<file path="src/rtl/goods_key_pkg.sv">
// -----------------------------------------------------------------------------
// goods_key_pkg
// Shared definitions for the vending-machine front-panel key entry block:
//   - key index map (digits 0-7, quantity, confirm, cancel, coins)
//   - one-hot entry state encoding
//   - quantity codes and the selection record
//   - small key-classification helpers
// -----------------------------------------------------------------------------
package goods_key_pkg;

    localparam int unsigned NUM_KEYS = 16;

    // Key index map (keys 0-7 are digits 0-7)
    localparam logic [3:0] KEY_QTY1    = 4'd8;
    localparam logic [3:0] KEY_QTY2    = 4'd9;
    localparam logic [3:0] KEY_QTY3    = 4'd10;
    localparam logic [3:0] KEY_CONFIRM = 4'd11;
    localparam logic [3:0] KEY_CANCEL  = 4'd12;
    localparam logic [3:0] KEY_COIN1   = 4'd13;
    localparam logic [3:0] KEY_COIN5   = 4'd14;
    localparam logic [3:0] KEY_COIN10  = 4'd15;

    // Entry state encoding, one-hot
    localparam logic [4:0] E_HIGH  = 5'b00001;
    localparam logic [4:0] E_LOW   = 5'b00010;
    localparam logic [4:0] E_NUM   = 5'b00100;
    localparam logic [4:0] E_CONF  = 5'b01000;
    localparam logic [4:0] E_VALID = 5'b10000;

    // Quantity codes; zero means "not yet entered"
    localparam logic [1:0] QTY_NONE = 2'd0;
    localparam logic [1:0] QTY_1    = 2'd1;
    localparam logic [1:0] QTY_2    = 2'd2;
    localparam logic [1:0] QTY_3    = 2'd3;

    typedef struct packed {
        logic [2:0] high;
        logic [2:0] low;
        logic [1:0] num;
    } sel_t;

    localparam sel_t SEL_CLEAR = '{high: 3'd0, low: 3'd0, num: 2'd0};

    function automatic logic is_digit(input logic [3:0] idx);
        return (idx[3] == 1'b0);
    endfunction

    function automatic logic is_coin(input logic [3:0] idx);
        return (idx >= KEY_COIN1);
    endfunction

    function automatic logic [1:0] qty_code(input logic [3:0] idx);
        logic [1:0] code;
        case (idx)
            KEY_QTY1: code = QTY_1;
            KEY_QTY2: code = QTY_2;
            KEY_QTY3: code = QTY_3;
            default:  code = QTY_NONE;
        endcase
        return code;
    endfunction

endpackage

</file>
<file path="src/rtl/goods_key_entry_debounce.sv">
// -----------------------------------------------------------------------------
// key_debounce
// Single-key 2-FF synchroniser followed by a tick-based debounce counter.
// The counter clears whenever the synced level matches the accepted level,
// otherwise counts ms ticks; after DEBOUNCE_MS ticks the accepted level flips.
// Ports:
//   clk_i    system clock
//   rst_ni   synchronous active-low reset
//   tick_i   shared 1 ms tick (one cycle wide)
//   key_i    raw asynchronous key, active-high
//   level_o  debounced level
//   press_o  one-cycle pulse on a debounced 0->1 transition
// -----------------------------------------------------------------------------
module key_debounce
    import goods_key_pkg::*;
#(
    parameter logic [7:0] DEBOUNCE_MS = 8'd20
) (
    input  logic clk_i,
    input  logic rst_ni,
    input  logic tick_i,
    input  logic key_i,
    output logic level_o,
    output logic press_o
);

    logic       sync1_q;
    logic       sync2_q;
    logic       level_q, level_d;
    logic       press_q, press_d;
    logic [7:0] cnt_q, cnt_d;

    // Debounce next-state: count ticks while the synced level disagrees
    always_comb begin
        level_d = level_q;
        press_d = 1'b0;
        cnt_d   = cnt_q;
        if (sync2_q == level_q) begin
            cnt_d = 8'd0;
        end else if (tick_i) begin
            if ((cnt_q + 8'd1) >= DEBOUNCE_MS) begin
                level_d = sync2_q;
                press_d = sync2_q;   // only the rising flip is a press
                cnt_d   = 8'd0;
            end else begin
                cnt_d = cnt_q + 8'd1;
            end
        end else begin
            cnt_d = cnt_q;
        end
    end

    // Synchroniser and debounce state registers
    always_ff @(posedge clk_i) begin
        if (!rst_ni) begin
            sync1_q <= 1'b0;
            sync2_q <= 1'b0;
            level_q <= 1'b0;
            press_q <= 1'b0;
            cnt_q   <= 8'd0;
        end else begin
            sync1_q <= key_i;
            sync2_q <= sync1_q;
            level_q <= level_d;
            press_q <= press_d;
            cnt_q   <= cnt_d;
        end
    end

    assign level_o = level_q;
    assign press_o = press_q;

endmodule

</file>
<file path="src/rtl/goods_key_entry.sv">
// -----------------------------------------------------------------------------
// goods_key_entry
// Front-panel input block: debounces 16 push-buttons, assembles a goods
// selection (high digit, low digit, quantity) with an entry FSM, hands it off
// over a valid/ready handshake, and emits one-cycle coin pulses.
// Ports:
//   sys_clk, sys_rst_n    clock, synchronous active-low reset
//   key_in[15:0]          raw buttons (asynchronous, active-high)
//   sel_ready             downstream FSM accepts the selection
//   sel_valid             completed selection available
//   out_goods_high/low    goods digits (live during entry)
//   out_goods_num         quantity 1..3, 0 = not entered
//   coin_pulse[2:0]       [0]=1 yuan, [1]=5 yuan, [2]=10 yuan
//   entry_busy            entry in progress
//   key_level[15:0]       debounced key levels
// Optional feature macro: GOODS_KEY_TIMEOUT_EN (idle-entry timeout acting as
// cancel in E_LOW/E_NUM/E_CONF).
// -----------------------------------------------------------------------------
module goods_key_entry
    import goods_key_pkg::*;
#(
    parameter logic [15:0] CNT_1MS     = 16'd49_999,
    parameter logic [7:0]  DEBOUNCE_MS = 8'd20,
    parameter logic [15:0] TIMEOUT_MS  = 16'd10_000
) (
    input  logic        sys_clk,
    input  logic        sys_rst_n,
    input  logic [15:0] key_in,
    input  logic        sel_ready,
    output logic        sel_valid,
    output logic [2:0]  out_goods_high,
    output logic [2:0]  out_goods_low,
    output logic [1:0]  out_goods_num,
    output logic [2:0]  coin_pulse,
    output logic        entry_busy,
    output logic [15:0] key_level
);

    logic [15:0] ms_cnt_q, ms_cnt_d;
    logic        ms_tick_q, ms_tick_d;
    logic [15:0] press_s;
    logic        ev_valid_s;
    logic [3:0]  ev_idx_s;
    logic        ev_entry_s;     // processed event that is not a coin key
    logic        cancel_s;
    logic        timeout_s;
    logic [4:0]  state_q, state_d;
    sel_t        sel_q, sel_d;
    logic        valid_q, valid_d;
    logic        busy_q, busy_d;
    logic [2:0]  coin_q, coin_d;

    // Free-running ms counter; tick is registered and lasts one cycle per wrap
    always_comb begin
        ms_tick_d = (ms_cnt_q == CNT_1MS);
        ms_cnt_d  = ms_tick_d ? 16'd0 : (ms_cnt_q + 16'd1);
    end

    genvar g;
    generate
        for (g = 0; g < NUM_KEYS; g++) begin : g_key
            key_debounce #(
                .DEBOUNCE_MS (DEBOUNCE_MS)
            ) u_key_debounce (
                .clk_i   (sys_clk),
                .rst_ni  (sys_rst_n),
                .tick_i  (ms_tick_q),
                .key_i   (key_in[g]),
                .level_o (key_level[g]),
                .press_o (press_s[g])
            );
        end
    endgenerate

    // Lowest-index press wins; simultaneous higher-index presses are dropped
    always_comb begin
        ev_valid_s = 1'b0;
        ev_idx_s   = 4'd0;
        for (int i = NUM_KEYS - 1; i >= 0; i--) begin
            ev_valid_s = press_s[i] ? 1'b1  : ev_valid_s;
            ev_idx_s   = press_s[i] ? 4'(i) : ev_idx_s;
        end
        ev_entry_s = ev_valid_s && !is_coin(ev_idx_s);
    end

`ifdef GOODS_KEY_TIMEOUT_EN
    logic [15:0] to_cnt_q, to_cnt_d;
    logic        in_entry_s;

    // Idle timeout: runs only while a partial entry is pending
    always_comb begin
        in_entry_s = (state_q == E_LOW) || (state_q == E_NUM) || (state_q == E_CONF);
        timeout_s  = in_entry_s && (to_cnt_q >= TIMEOUT_MS);
        if (!in_entry_s || ev_entry_s) begin
            to_cnt_d = 16'd0;
        end else if (ms_tick_q) begin
            to_cnt_d = to_cnt_q + 16'd1;
        end else begin
            to_cnt_d = to_cnt_q;
        end
    end

    // Timeout counter register
    always_ff @(posedge sys_clk) begin
        if (!sys_rst_n) begin
            to_cnt_q <= 16'd0;
        end else begin
            to_cnt_q <= to_cnt_d;
        end
    end
`else
    logic unused_timeout_s;
    assign unused_timeout_s = ^TIMEOUT_MS;
    assign timeout_s        = 1'b0;
`endif

    assign cancel_s = (ev_entry_s && (ev_idx_s == KEY_CANCEL)) || timeout_s;

    // Coin pulses are independent of the entry FSM
    always_comb begin
        coin_d = 3'b000;
        if (ev_valid_s) begin
            case (ev_idx_s)
                KEY_COIN1:  coin_d = 3'b001;
                KEY_COIN5:  coin_d = 3'b010;
                KEY_COIN10: coin_d = 3'b100;
                default:    coin_d = 3'b000;
            endcase
        end else begin
            coin_d = 3'b000;
        end
    end

    // Entry FSM next-state and field updates
    always_comb begin
        state_d = state_q;
        sel_d   = sel_q;
        case (state_q)
            E_HIGH: begin
                if (cancel_s) begin
                    sel_d = SEL_CLEAR;
                end else if (ev_entry_s && is_digit(ev_idx_s)) begin
                    sel_d.high = ev_idx_s[2:0];
                    state_d    = E_LOW;
                end else begin
                    state_d = E_HIGH;
                end
            end
            E_LOW: begin
                if (cancel_s) begin
                    sel_d   = SEL_CLEAR;
                    state_d = E_HIGH;
                end else if (ev_entry_s && is_digit(ev_idx_s)) begin
                    sel_d.low = ev_idx_s[2:0];
                    state_d   = E_NUM;
                end else begin
                    state_d = E_LOW;
                end
            end
            E_NUM: begin
                if (cancel_s) begin
                    sel_d   = SEL_CLEAR;
                    state_d = E_HIGH;
                end else if (ev_entry_s && (qty_code(ev_idx_s) != QTY_NONE)) begin
                    sel_d.num = qty_code(ev_idx_s);
                    state_d   = E_CONF;
                end else begin
                    state_d = E_NUM;
                end
            end
            E_CONF: begin
                if (cancel_s) begin
                    sel_d   = SEL_CLEAR;
                    state_d = E_HIGH;
                end else if (ev_entry_s && (qty_code(ev_idx_s) != QTY_NONE)) begin
                    sel_d.num = qty_code(ev_idx_s);
                end else if (ev_entry_s && (ev_idx_s == KEY_CONFIRM)) begin
                    state_d = E_VALID;
                end else begin
                    state_d = E_CONF;
                end
            end
            E_VALID: begin
                // Fields frozen; only the handshake leaves this state
                if (valid_q && sel_ready) begin
                    sel_d   = SEL_CLEAR;
                    state_d = E_HIGH;
                end else begin
                    state_d = E_VALID;
                end
            end
            default: begin
                sel_d   = SEL_CLEAR;
                state_d = E_HIGH;
            end
        endcase
        valid_d = (state_d == E_VALID);
        busy_d  = (state_d != E_HIGH) || (sel_d != SEL_CLEAR);
    end

    // All state and output registers
    always_ff @(posedge sys_clk) begin
        if (!sys_rst_n) begin
            ms_cnt_q  <= 16'd0;
            ms_tick_q <= 1'b0;
            state_q   <= E_HIGH;
            sel_q     <= SEL_CLEAR;
            valid_q   <= 1'b0;
            busy_q    <= 1'b0;
            coin_q    <= 3'b000;
        end else begin
            ms_cnt_q  <= ms_cnt_d;
            ms_tick_q <= ms_tick_d;
            state_q   <= state_d;
            sel_q     <= sel_d;
            valid_q   <= valid_d;
            busy_q    <= busy_d;
            coin_q    <= coin_d;
        end
    end

    assign sel_valid      = valid_q;
    assign out_goods_high = sel_q.high;
    assign out_goods_low  = sel_q.low;
    assign out_goods_num  = sel_q.num;
    assign coin_pulse     = coin_q;
    assign entry_busy     = busy_q;

endmodule

</file>
<file path="config.mk">
export PLATFORM = sky130hd
export DESIGN_NAME = goods_key_entry
export DESIGN_NICKNAME = d
export VERILOG_FILES = /design/src/rtl/goods_key_pkg.sv /design/src/rtl/goods_key_entry_debounce.sv /design/src/rtl/goods_key_entry.sv
export SDC_FILE = /design/constraint.sdc
export NUM_CORES = 1
export LEC_CHECK = 0
export CORE_AREA = 5 5 182 184
export CTS_CLUSTER_DIAMETER = 30
export DETAILED_ROUTE_END_ITERATION = 16
export DIE_AREA = 0 0 187 189
export PLACE_DENSITY = 0.54
export SYNTH_ARGS = -nofsm -noshare
export SYNTH_HDL_FRONTEND = slang
export SYNTH_SLANG_ARGS = --single-unit
</file>
<file path="constraint.sdc">
create_clock -name sys_clk -period 2.8 [get_ports sys_clk]
set_clock_uncertainty 0.1 [all_clocks]
set_input_delay 0.84 -clock sys_clk [delete_from_list [all_inputs] [get_ports sys_clk]]
set_output_delay 0.84 -clock sys_clk [all_outputs]
set_load 0.01 [all_outputs]
</file>
* Word-level counts from Yosys, hierarchy flattened
Index checks and enable logic that the tools add are counted.
** Word-level totals
- Word-level logic and storage cells :: 330
- Output and inout port bits :: 29
- Flip-flop bits (word level) :: 227
- Input bits :: 19
** Cells by class
- Add/subtract/negate cells :: 17
- Muxes and demuxes :: 78
- Eq/ne operators :: 32
- Reductions and logical operators :: 62
- $lt $le $gt $ge :: 17
- Bitwise gates (word level) :: 35
** Operators by type and width (number)
- $mux W8 :: 17
- $add A8 B1 Y8 const B :: 16
- $ge A8 B5 Y1 const B :: 16
- $mux W4 :: 18
- $reduce_or A4 Y1 :: 16
- $reduce_and A3 Y1 :: 16
- $pmux W8 S5 :: 1
- $not A1 Y1 :: 35
- $reduce_or A2 Y1 :: 17
- $eq A4 B4 Y1 const B :: 8
- $mux W5 :: 6
- $pmux W5 S5 :: 1
- $mux W3 :: 7
- $mux W2 :: 9
- $add A16 B1 Y16 const B :: 1
- $eq A1 B1 Y1 :: 16
- $eq A16 B16 Y1 const B :: 1
- $mux W1 :: 16
- $eq A5 B5 Y1 const B :: 2
- $pmux W3 S3 :: 1
- $reduce_bool A8 Y1 :: 1
- $logic_and A1 B1 Y1 :: 7
- $mux W6 :: 1
- $pmux W2 S3 :: 1
- 10 further kinds :: 11

* Depth between registers and ports, before layout
Gate-level depths: netlist (run 1).
- Depth after elaboration :: 29
- Mapped depth :: 10
- Gate-level depth less buffers :: 9

* Hierarchy
A second synthesis (run 1) with hierarchy kept.
** Unflattened totals
- Cells, all modules :: 1259
- Area total of the unflattened synthesis :: 11614.9 um^2
** By module, submodules not included
- key_debounce :: instances 16, area each 609.3 um^2, cells each 64, sequential area each 240.2 um^2
- goods_key_entry :: instances 1, area each 1865.5 um^2, cells each 235, sequential area each 700.7 um^2

* Worst setup path before layout (run 1)
Ideal clock, no wire load.
- Path type :: register to register
- Start point :: reg g_key[3].u_key_debounce.press_q
- End point :: reg busy_q (netlist: entry_busy)
- Buffers on the path :: 1
- Arrival time :: 2.333 ns
- Library setup time :: 0.125 ns
- Stages on the path, launching flop included :: 9
- Required time :: 2.575 ns
- Setup slack :: 0.242 ns
- Period minus slack after synthesis :: 2.558 ns
- Cells stage by stage :: dfxtp_1 -> or4_4 -> buf_6 -> nor4b_4 -> o21ai_2 -> a21oi_4 -> o21ai_1 -> o22a_1 -> o41a_1
** Between the ends
- Cells in the longest elaborated chain, start to end :: 15
- Elaborated cells between the ends (all ways) :: 54
- Those cells by class :: order compare (1); eq/ne (6); mux (35); bitwise (1); reduce/logical (11)
** Ends and longest elaborated chain
- start, declared :: RTL line goods_key_entry_debounce.sv:30 : logic press_q, press_d;
- start signal, assigned :: RTL line goods_key_entry_debounce.sv:65 : press_q <= press_d;
- $mux W4 (4 in a row) :: RTL line goods_key_entry.sv:81 : ev_idx_s = press_s[i] ? 4'(i) : ev_idx_s;
- $eq A4 B4 Y1 :: RTL line goods_key_pkg.sv:54 : case (idx)
- $pmux W2 S3 :: RTL line goods_key_pkg.sv:54
- $mux W2 :: RTL line goods_key_entry.sv:161, goods_key_entry.sv:172
- $mux W2 :: RTL line goods_key_entry.sv:138 : case (state_q)
- $reduce_bool A2 Y1, on equally long branches :: RTL line goods_key_entry.sv:175, goods_key_entry.sv:164
- $logic_and A1 B1 Y1, on equally long branches :: RTL line goods_key_entry.sv:175, goods_key_entry.sv:164
- $mux W5 (tied with other cells) :: RTL line goods_key_entry.sv:175 : end else if (ev_entry_s && (qty_code(ev_idx_s) != QTY_NONE)) begin
- $mux W5 (tied with other cells) :: RTL line goods_key_entry.sv:172 : if (cancel_s) begin
- $pmux W5 S5 / $pmux W8 S5 (equally long branches) :: RTL line goods_key_entry.sv:138
- $ne A5 B1 Y1 / $reduce_bool A8 Y1 (equally long branches) :: RTL line goods_key_entry.sv:198 : busy_d = (state_d != E_HIGH) || (sel_d != SEL_CLEAR);
- $logic_or A1 B1 Y1 (*) :: RTL line goods_key_entry.sv:198
- end signal, assigned :: RTL line goods_key_entry.sv:217 : busy_q <= busy_d;
- end, declared :: RTL line goods_key_entry.sv:50 : logic busy_q, busy_d;
Every way passes the cells marked *; elsewhere a longest branch is shown, timed or not. The select of a mux whose other input is x is not followed.
A chain may end at the register's enable or synchronous reset.

* Worst setup path after layout (run 1)
- Start point :: reg g_key[1].u_key_debounce.press_q
- End point :: reg busy_q (netlist: entry_busy)
** Between the ends
- Cells in the longest elaborated chain, start to end :: 13
- Elaborated cells between the ends (all ways) :: 50
- Those cells by class :: order compare (1); eq/ne (6); mux (31); bitwise (1); reduce/logical (11)
** Ends and longest elaborated chain (RTL line)
- start, declared :: goods_key_entry_debounce.sv:30
- start signal, assigned :: goods_key_entry_debounce.sv:65
- $mux W4 (2 in a row) :: goods_key_entry.sv:81
- $eq A4 B4 Y1 :: goods_key_pkg.sv:54
- $pmux W2 S3 :: goods_key_pkg.sv:54
- $mux W2 :: goods_key_entry.sv:161, goods_key_entry.sv:172
- $mux W2 :: goods_key_entry.sv:138
- $reduce_bool A2 Y1, on equally long branches :: goods_key_entry.sv:175, goods_key_entry.sv:164
- $logic_and A1 B1 Y1, on equally long branches :: goods_key_entry.sv:175, goods_key_entry.sv:164
- $mux W5 (tied with other cells) :: goods_key_entry.sv:175
- $mux W5 (tied with other cells) :: goods_key_entry.sv:172
- $pmux W5 S5 / $pmux W8 S5 (equally long branches) :: goods_key_entry.sv:138
- $ne A5 B1 Y1 / $reduce_bool A8 Y1 (equally long branches) :: goods_key_entry.sv:198
- $logic_or A1 B1 Y1 (*) :: goods_key_entry.sv:198
Marks and branches as above.

==> load_flow_metrics.sql, run 1 <==
INSERT INTO impl_metrics (metric_group, metric, value, unit) VALUES
('outcome', 'status', 'finished clean', ''),
('setup_path', 'cp_data_arrival_time', '3.01', 'ns'),
('clock_network', 'tritoncts', 'yes', ''),
('route', 'wl', '25600', 'um'),
('placement', 'globalplace.congestion', '0.864', ''),
('synth', 'synthesis.nets', '1337', ''),
('synth', 'share_of_synthesized_area_occupied_by_flip_flops_and_latches', '0.419', ''),
('synth', 'yosys.area_share.adder', '0.0381', ''),
('synth', 'synth-simple-area-share', '0.305', ''),
('setup_path', 'critPathRequiredTime', '3.12', 'ns'),
('finish', 'antenna-diode-count', '0', ''),
('clock_network', 'cts_hold_repair.buffers', '0', ''),
('synth', 'synth_top_family_by_area', 'simple AND/OR/NAND/NOR gates', ''),
('timing', 'crit_share_post_route', '0.960', ''),
('pwr', 'power', '0.00974', 'W'),
('die', 'num_rows', '65', ''),
('setup_path', 'worstSetupStartpointType', 'flop', ''),
('die', 'chip_height', '189', 'um'),
('die', 'start_util', '0.347', ''),
('clock_network', 'clock-sinks', '227', ''),
('placement', 'place_worst_setup_slack', '-0.0532', 'ns'),
('timing', 'setup_tns', '0', 'ns'),
('setup_path', 'worst-setup-path-type', 'reg -> reg', ''),
('pwr', 'cellLeakagePower', '5.52', 'nW'),
('route', 'first_pass_iters', '5', ''),
('die', 'die_area', '35300', 'sq um'),
('grt', 'grt_first_pass_wirelength', '42800', 'um'),
('synth', 'syn-cell-area', '10800', 'sq um'),
('pwr', 'peakVddDrop', '451', 'uV'),
('synth', 'synth_top_cell_area_share', '0.419', ''),
('route', 'dr_total_vias', '9192', ''),
('synth', 'async_reset_ff_frac', '0', ''),
('die', 'chipWidth', '187', 'um'),
('flow_run', 'timing.max_cap.violations', '0', ''),
('finish', 'final_util', '0.439', ''),
('timing', 'max_clock_freq', '0.372', 'GHz'),
('synth', 'post_synth_num_cell_types', '68', ''),
('finish', 'ff_latch_area', '4550', 'sq um'),
('pwr', 'seq_power_share', '0.337', ''),
('setup_path', 'timing.critical_path.cells', 'or4_4 -> nor4b_4 -> o21ai_2 -> a21oi_4 -> o21ai_1 -> a32oi_2 -> nand4b_1 -> o41a_1', ''),
('timing', 'slew_headroom', '0.281', ''),
('clock_network', 'insertion_delay', '0.55', 'ns'),
('timing', 'fin_worst_hold_slack', '0.324', 'ns'),
('pwr', 'clockPowerShare', '0.649', ''),
('grt', 'grt_util_met3', '0.0315', ''),
('synth', 'syn_inst', '1285', ''),
('hold_path', 'worst_hold_path_type', 'reg -> reg', ''),
('pwr', 'pwr_density_cell', '711', 'nW/um^2'),
('placement', 'count_of_input_and_output_buffers', '47', ''),
('timing', 'actual_slew_at_the_worst_max_slew_pin', '1.08', 'ns'),
('pwr', 'power_share_of_the_combinational_group', '0.014', ''),
('synth', 'count_leader_synth', 'dfxtp_1', ''),
('grt', 'total_track_usage', '0.142', ''),
('timing', 'maxSlewViolCount', '0', ''),
('synth', 'synth_enable_flop_cells', '0', ''),
('grt', 'pin_count_of_the_biggest_net_entering_global_routing', '31', ''),
('timing', 'timing.final.ws_setup', '0.113', 'ns'),
('die', 'core_area', '31200', 'sq um'),
('grt', 'antenna_found_initial', '0', ''),
('die', 'design.portCount', '48', ''),
('synth', 'synth_xor_area_frac', '0.0299', ''),
('finish', 'combined_area_of_the_multi_input_logic_cells', '5980', 'sq um'),
('synth', 'synth-seq-cells', '227', ''),
('clock_network', 'htreeDepth', '2', ''),
('synth', 'synth.mux.area_fraction', '0.0157', ''),
('setup_path', 'critical_path.max_stage_delay', '0.61', 'ns'),
('finish', 'design.final.nets', '1424', ''),
('route', 'ant_nets', '0', ''),
('setup_path', 'timing.critical_path.slowest_stage_cell', 'or4_4', ''),
('timing', 'rsz0062_at_grt', 'false', ''),
('synth', 'yosysTopAreaCell', 'dfxtp_1', '');
registers in the layout, summed over array words and instances, names as in the netlist:
register and flops:
state_q 5, g_key.u_key_debounce.sync2_q 16, ms_tick_q 1, g_key.u_key_debounce.cnt_q 128, g_key.u_key_debounce.sync1_q 16, g_key.u_key_debounce.press_o 16
ms_cnt_q 16, out_goods_high 3, entry_busy 1, g_key.u_key_debounce.level_o 16, out_goods_num 2, sel_valid 1
coin_pulse 3, out_goods_low 3
cell usage in the layout, fill, tap and decap left out, types with 10 or more instances in the layout:
cell type	synthesis	final
a211o_1	12	12
a21o_1	32	32
a21oi_1	63	63
a31oi_1	14	14
and2_1	42	42
and3_1	61	61
and4_1	11	11
buf_4	16	31
clkbuf_1	26	13
clkbuf_16	0	56
clkdlybuf4s50_1	0	46
clkinv_2	0	10
dfxtp_1	227	226
ha_1	33	33
inv_1	25	25
mux2i_1	17	17
nand2_1	123	123
nand2b_1	25	24
nand3_1	69	67
nand3b_1	19	19
nor2_1	137	136
nor2b_1	45	45
nor3_1	27	27
nor3b_1	12	12
nor4b_1	14	14
o21ai_0	77	77
o21bai_1	10	10
o22a_1	11	11
o31ai_1	12	12
or3_1	16	16
xnor2_1	14	14
xor2_1	23	23
per-stage QoR:
stage                     area, sq um  std cells
after detailed placement        11800       1714
after global placement          11800       1714
final                           13700       1819
after global routing            13700       1819
after floorplan                 10800       1285
after CTS                       13700       1816
worst max-delay path, delay by kind of cell (launching register included):
| kind | cells | cell delay (ns) |
|---|---|---|
| AO/OA/AOI/OAI | 5 | 1.04 |
| flip-flops | 1 | 0.33 |
| AND/OR/NAND/NOR | 3 | 1.08 |
routing by layer:
metal  vias up  part of all wire
li1       4741                 -
met1      4239              0.49
met2       164              0.44
met3        48             0.050
met4         0             0.023
met5         -                 0
worst paths after layout:
kind	start	endpoint	slack, ns	cells past startpoint
worst max register to register	g_key[1].u_key_debounce.press_o$_SDFF_PP0_	entry_busy$_SDFF_PN0_	0.11	8
worst min register to register	g_key[5].u_key_debounce.sync1_q$_SDFF_PN0_	g_key[5].u_key_debounce.sync2_q$_SDFF_PN0_	0.32	1
worst min-delay path	g_key[5].u_key_debounce.sync1_q$_SDFF_PN0_	g_key[5].u_key_debounce.sync2_q$_SDFF_PN0_	0.32	1
worst max-delay path	g_key[1].u_key_debounce.press_o$_SDFF_PP0_	entry_busy$_SDFF_PN0_	0.11	8
logic make-up (layout without fill, tap and decap cells):
logic type / after synthesis / after routing
AO/OA/AOI/OAI: 269 / 269
XOR/XNOR: 37 / 37
adder cells (fa/ha/maj): 33 / 33
buffers and inverters: 73 / 205
flip-flops: 227 / 227
multiplexers: 17 / 17
AND/OR/NAND/NOR: 629 / 629
power by group through the flow:
stage	Sequential (W)	Combinational [W]	Clock [W]
after floorplan	0.00334	0.0000714	0
after global placement	0.00334	0.000137	0
after detailed placement	0.00334	0.000138	0
after CTS	0.00328	0.000138	0.00646
after global routing	0.00328	0.000150	0.00665
final	0.00328	0.000135	0.00632
repair_timing:
| item | in CTS | in global routing |
|---|---|---|
| setup buffers | 0 | 3 |
| resized for setup | 0 | 5 |
| setup endpoints to repair | 0 | 6 |
layout make-up:
cell class | instances | share of cell area
clock buffers | 75 | 0.112
multi-input cells | 985 | 0.437
repair buffers | 78 | 0.0510
clock inverters | 27 | 0.0252
flip-flops and latches | 227 | 0.332
well taps | 402 | 0.0367
inverters | 25 | 0.00685
(Power assumes the default switching activity.)
==> run 2: changes to the inputs <==
--- a/config.mk
+++ b/config.mk
@@ -5,11 +5,14 @@
 export SDC_FILE = /design/constraint.sdc
 export NUM_CORES = 1
 export LEC_CHECK = 0
+export CELL_PAD_IN_SITES_DETAIL_PLACEMENT = 0
+export CELL_PAD_IN_SITES_GLOBAL_PLACEMENT = 2
 export CORE_AREA = 5 5 182 184
 export CTS_CLUSTER_DIAMETER = 30
 export DETAILED_ROUTE_END_ITERATION = 16
 export DIE_AREA = 0 0 187 189
-export PLACE_DENSITY = 0.54
+export PLACE_DENSITY = 0.78
+export SLEW_MARGIN = 0
 export SYNTH_ARGS = -nofsm -noshare
 export SYNTH_HDL_FRONTEND = slang
 export SYNTH_SLANG_ARGS = --single-unit
==> run 2 against run 1 <==
Final cell count increased by 0.71%. Sequential power about the same. Clock-buffer cell count increased by 22. Global-route usage increased by 0.85 points. Via count increased by 0.25%. Design area increased by 2.5%. Flip-flop and latch count unchanged. Worst setup slack improved by 0.016 ns. Critical path type unchanged. Critical endpoint unchanged.
==> load_flow_metrics.sql, run 2 (same netlist as run 1, synthesis figures left out) <==
INSERT INTO impl_metrics (metric_group, metric, value, unit) VALUES
('outcome', 'status', 'finished clean', ''),
('flow_run', 'timing.max_cap.violations', '0', ''),
('clock_network', 'tritoncts', 'yes', ''),
('setup_path', 'worst-setup-path-type', 'reg -> reg', ''),
('finish', 'final-instance-count-excl-fill', '1832', ''),
('route', 'met3RoutedLength', '1100', 'um'),
('setup_path', 'timing.critical_path.cells', 'or4_4 -> nor4b_4 -> o21ai_2 -> a21oi_4 -> o21ai_1 -> o22a_1 -> o41a_1', ''),
('die', 'chipWidth', '187', 'um'),
('clock_network', 'htreeDepth', '3', ''),
('finish', 'final_cell_area', '14000', 'sq um'),
('clock_network', 'insertion_delay', '0.53', 'ns'),
('die', 'start_util', '0.347', ''),
('placement', 'count_of_input_and_output_buffers', '47', ''),
('clock_network', 'cts_hold_repair.buffers', '0', ''),
('finish', 'layout.cells.most_common', 'dfxtp_1', ''),
('route', 'top_layer_used', 'met4', ''),
('clock_network', 'number_of_cts_inserted_buffers', '66', ''),
('timing', 'slew_headroom', '0.274', ''),
('route', 'ant_nets', '0', ''),
('timing', 'actual_slew_at_the_worst_max_slew_pin', '1.09', 'ns'),
('route', 'dr_total_vias', '9215', ''),
('route', 'met1_length', '13300', 'um'),
('die', 'design.portCount', '48', ''),
('finish', 'layout.cells.most_common_list', 'dfxtp_1 (226), nor2_1 (136), nand2_1 (123)', ''),
('grt', 'grt_overflow_total', '0', ''),
('route', 'detail_route.iter0.violations', '520', ''),
('finish', 'max_ffs_per_register', '128', ''),
('route', 'first_pass_iters', '5', ''),
('route', 'drc', '0', ''),
('finish', 'design.final.nets', '1436', ''),
('route', 'post_drt_wl_per_cell', '14.6', 'um'),
('route', 'wl', '26700', 'um'),
('pwr', 'power', '0.0107', 'W'),
('setup_path', 'timing.critical_path.slowest_stage_cell', 'or4_4', ''),
('placement', 'placed_cells', '1715', ''),
('finish', 'drive_gt1_frac', '0.109', ''),
('setup_path', 'critPathRequiredTime', '3.11', 'ns'),
('grt', 'total_track_usage', '0.150', ''),
('grt', 'antenna_found_initial', '0', ''),
('setup_path', 'worstSetupStartpointType', 'flop', ''),
('setup_path', 'critical_path.max_stage_delay', '0.58', 'ns'),
('timing', 'setup_tns', '0', 'ns'),
('timing', 'maxSlewViolCount', '0', ''),
('hold_path', 'worst_hold_path_type', 'reg -> reg', ''),
('setup_path', 'setup.worst_path.end_class', 'flop', ''),
('finish', 'areaGrowthSynthToFinish', '29.5', '%'),
('grt', 'pin_count_of_the_biggest_net_entering_global_routing', '58', ''),
('die', 'chip_height', '189', 'um'),
('placement', 'globalplace.congestion', '0.827', ''),
('grt', 'via_count_of_the_first_global_routing_pass', '8953', ''),
('timing', 'crit_share_post_route', '0.954', ''),
('setup_path', 'path_max_fanout', '7', ''),
('route', 'met2WireLength', '11700', 'um'),
('timing', 'finalSetupViolations', '0', ''),
('timing', 'max_clock_freq', '0.374', 'GHz'),
('pwr', 'pwr_density_cell', '760', 'nW/um^2'),
('die', 'num_rows', '65', ''),
('timing', 'final-hold-violation-count', '0', ''),
('finish', 'largest_register', 'g_key.u_key_debounce.cnt_q', ''),
('clock_network', 'cts_root_cell', 'clkbuf_16', ''),
('die', 'die_area', '35300', 'sq um'),
('placement', 'placed_cell_area', '11800', 'sq um'),
('clock_network', 'clock-sinks', '227', ''),
('timing', 'finalCriticalPeriod', '2.67', 'ns'),
('pwr', 'peakVddDrop', '386', 'uV'),
('die', 'core_area', '31200', 'sq um'),
('pwr', 'cellLeakagePower', '5.72', 'nW'),
('finish', 'antenna-diode-count', '0', ''),
('placement', 'place_hpwl', '17400', 'um'),
('setup_path', 'cp_data_arrival_time', '2.98', 'ns'),
('grt', 'grt_first_pass_wirelength', '44900', 'um'),
('route', 'vias_per_cell', '5.03', ''),
('clock_network', 'cts.reportedPaths.clkPinSlew', '0.04', 'ns'),
('clock_network', 'cts_max_path_buffers', '3', '');
## run 2: cell types whose count changed in the layout (fill, tap and decap cells not counted)
cell / previous run / this run
ha_1: 33 / 32
nand2b_2: 2 / 1
clkbuf_16: 56 / 70
inv_6: 1 / 0
nand3_1: 67 / 68
ha_2: 0 / 1
bufinv_16: 7 / 4
clkbuf_8: 6 / 16
clkinv_2: 10 / 11
clkbuf_1: 13 / 11
nand2b_1: 24 / 25
nand3_2: 2 / 1
buf_4: 31 / 32
clkinvlp_4: 8 / 1
## run 2: final timing paths
check	from	to	slack, ns	cells after the start
worst min-delay path	g_key[10].u_key_debounce.sync1_q$_SDFF_PN0_	g_key[10].u_key_debounce.sync2_q$_SDFF_PN0_	0.33	1
worst max register to register	g_key[3].u_key_debounce.press_o$_SDFF_PP0_	entry_busy$_SDFF_PN0_	0.13	7
worst min register to register	g_key[10].u_key_debounce.sync1_q$_SDFF_PN0_	g_key[10].u_key_debounce.sync2_q$_SDFF_PN0_	0.33	1
worst max-delay path	g_key[3].u_key_debounce.press_o$_SDFF_PP0_	entry_busy$_SDFF_PN0_	0.13	7
## run 2: cell type report
cell class / count / area (sq um)
fillers: 3068 / 17200
multi-input cells: 985 / 5980
flip-flops and latches: 227 / 4550
clock buffers: 97 / 2010
repair buffers: 79 / 706
well taps: 402 / 503
clock inverters: 17 / 199
inverters: 25 / 93.8
## run 2: worst max-delay path, delay by kind of cell, from the launching register on
family,cells,cell delay [ns]
AO/OA/AOI/OAI,5,1.20
AND/OR/NAND/NOR,2,0.90
flip-flops,1,0.36
## run 2: where the power goes
group / switching [W] / internal, W / total (W)
combinational: 0.0000815 / 0.0000536 / 0.000135
clock: 0.00199 / 0.00525 / 0.00724
sequential: 0.0000143 / 0.00327 / 0.00329
## run 2: metrics by stage
stage	setup slack, ns	util	hold WS [ns]
2_1_floorplan	0.242	-	0.312
3_3_place_gp	-0.0798	0.377	0.316
3_5_place_dp	-0.111	0.377	0.319
4_1_cts	0.0653	0.448	0.329
5_1_grt	-0.0522	0.449	0.349
6_report	0.129	0.449	0.326
## run 2: timing repair
action	CTS	global route
buffers inserted	0	3
endpoints found under the hold margin	0	0
gates resized for setup	0	4
endpoints found under the setup margin	0	4
## run 2: per-layer routing
layer,vias to the layer above,GRT usage
li1,4779,-
met1,4242,0.196
met2,150,0.242
met3,44,0.0372
met4,0,0.0546
met5,-,0
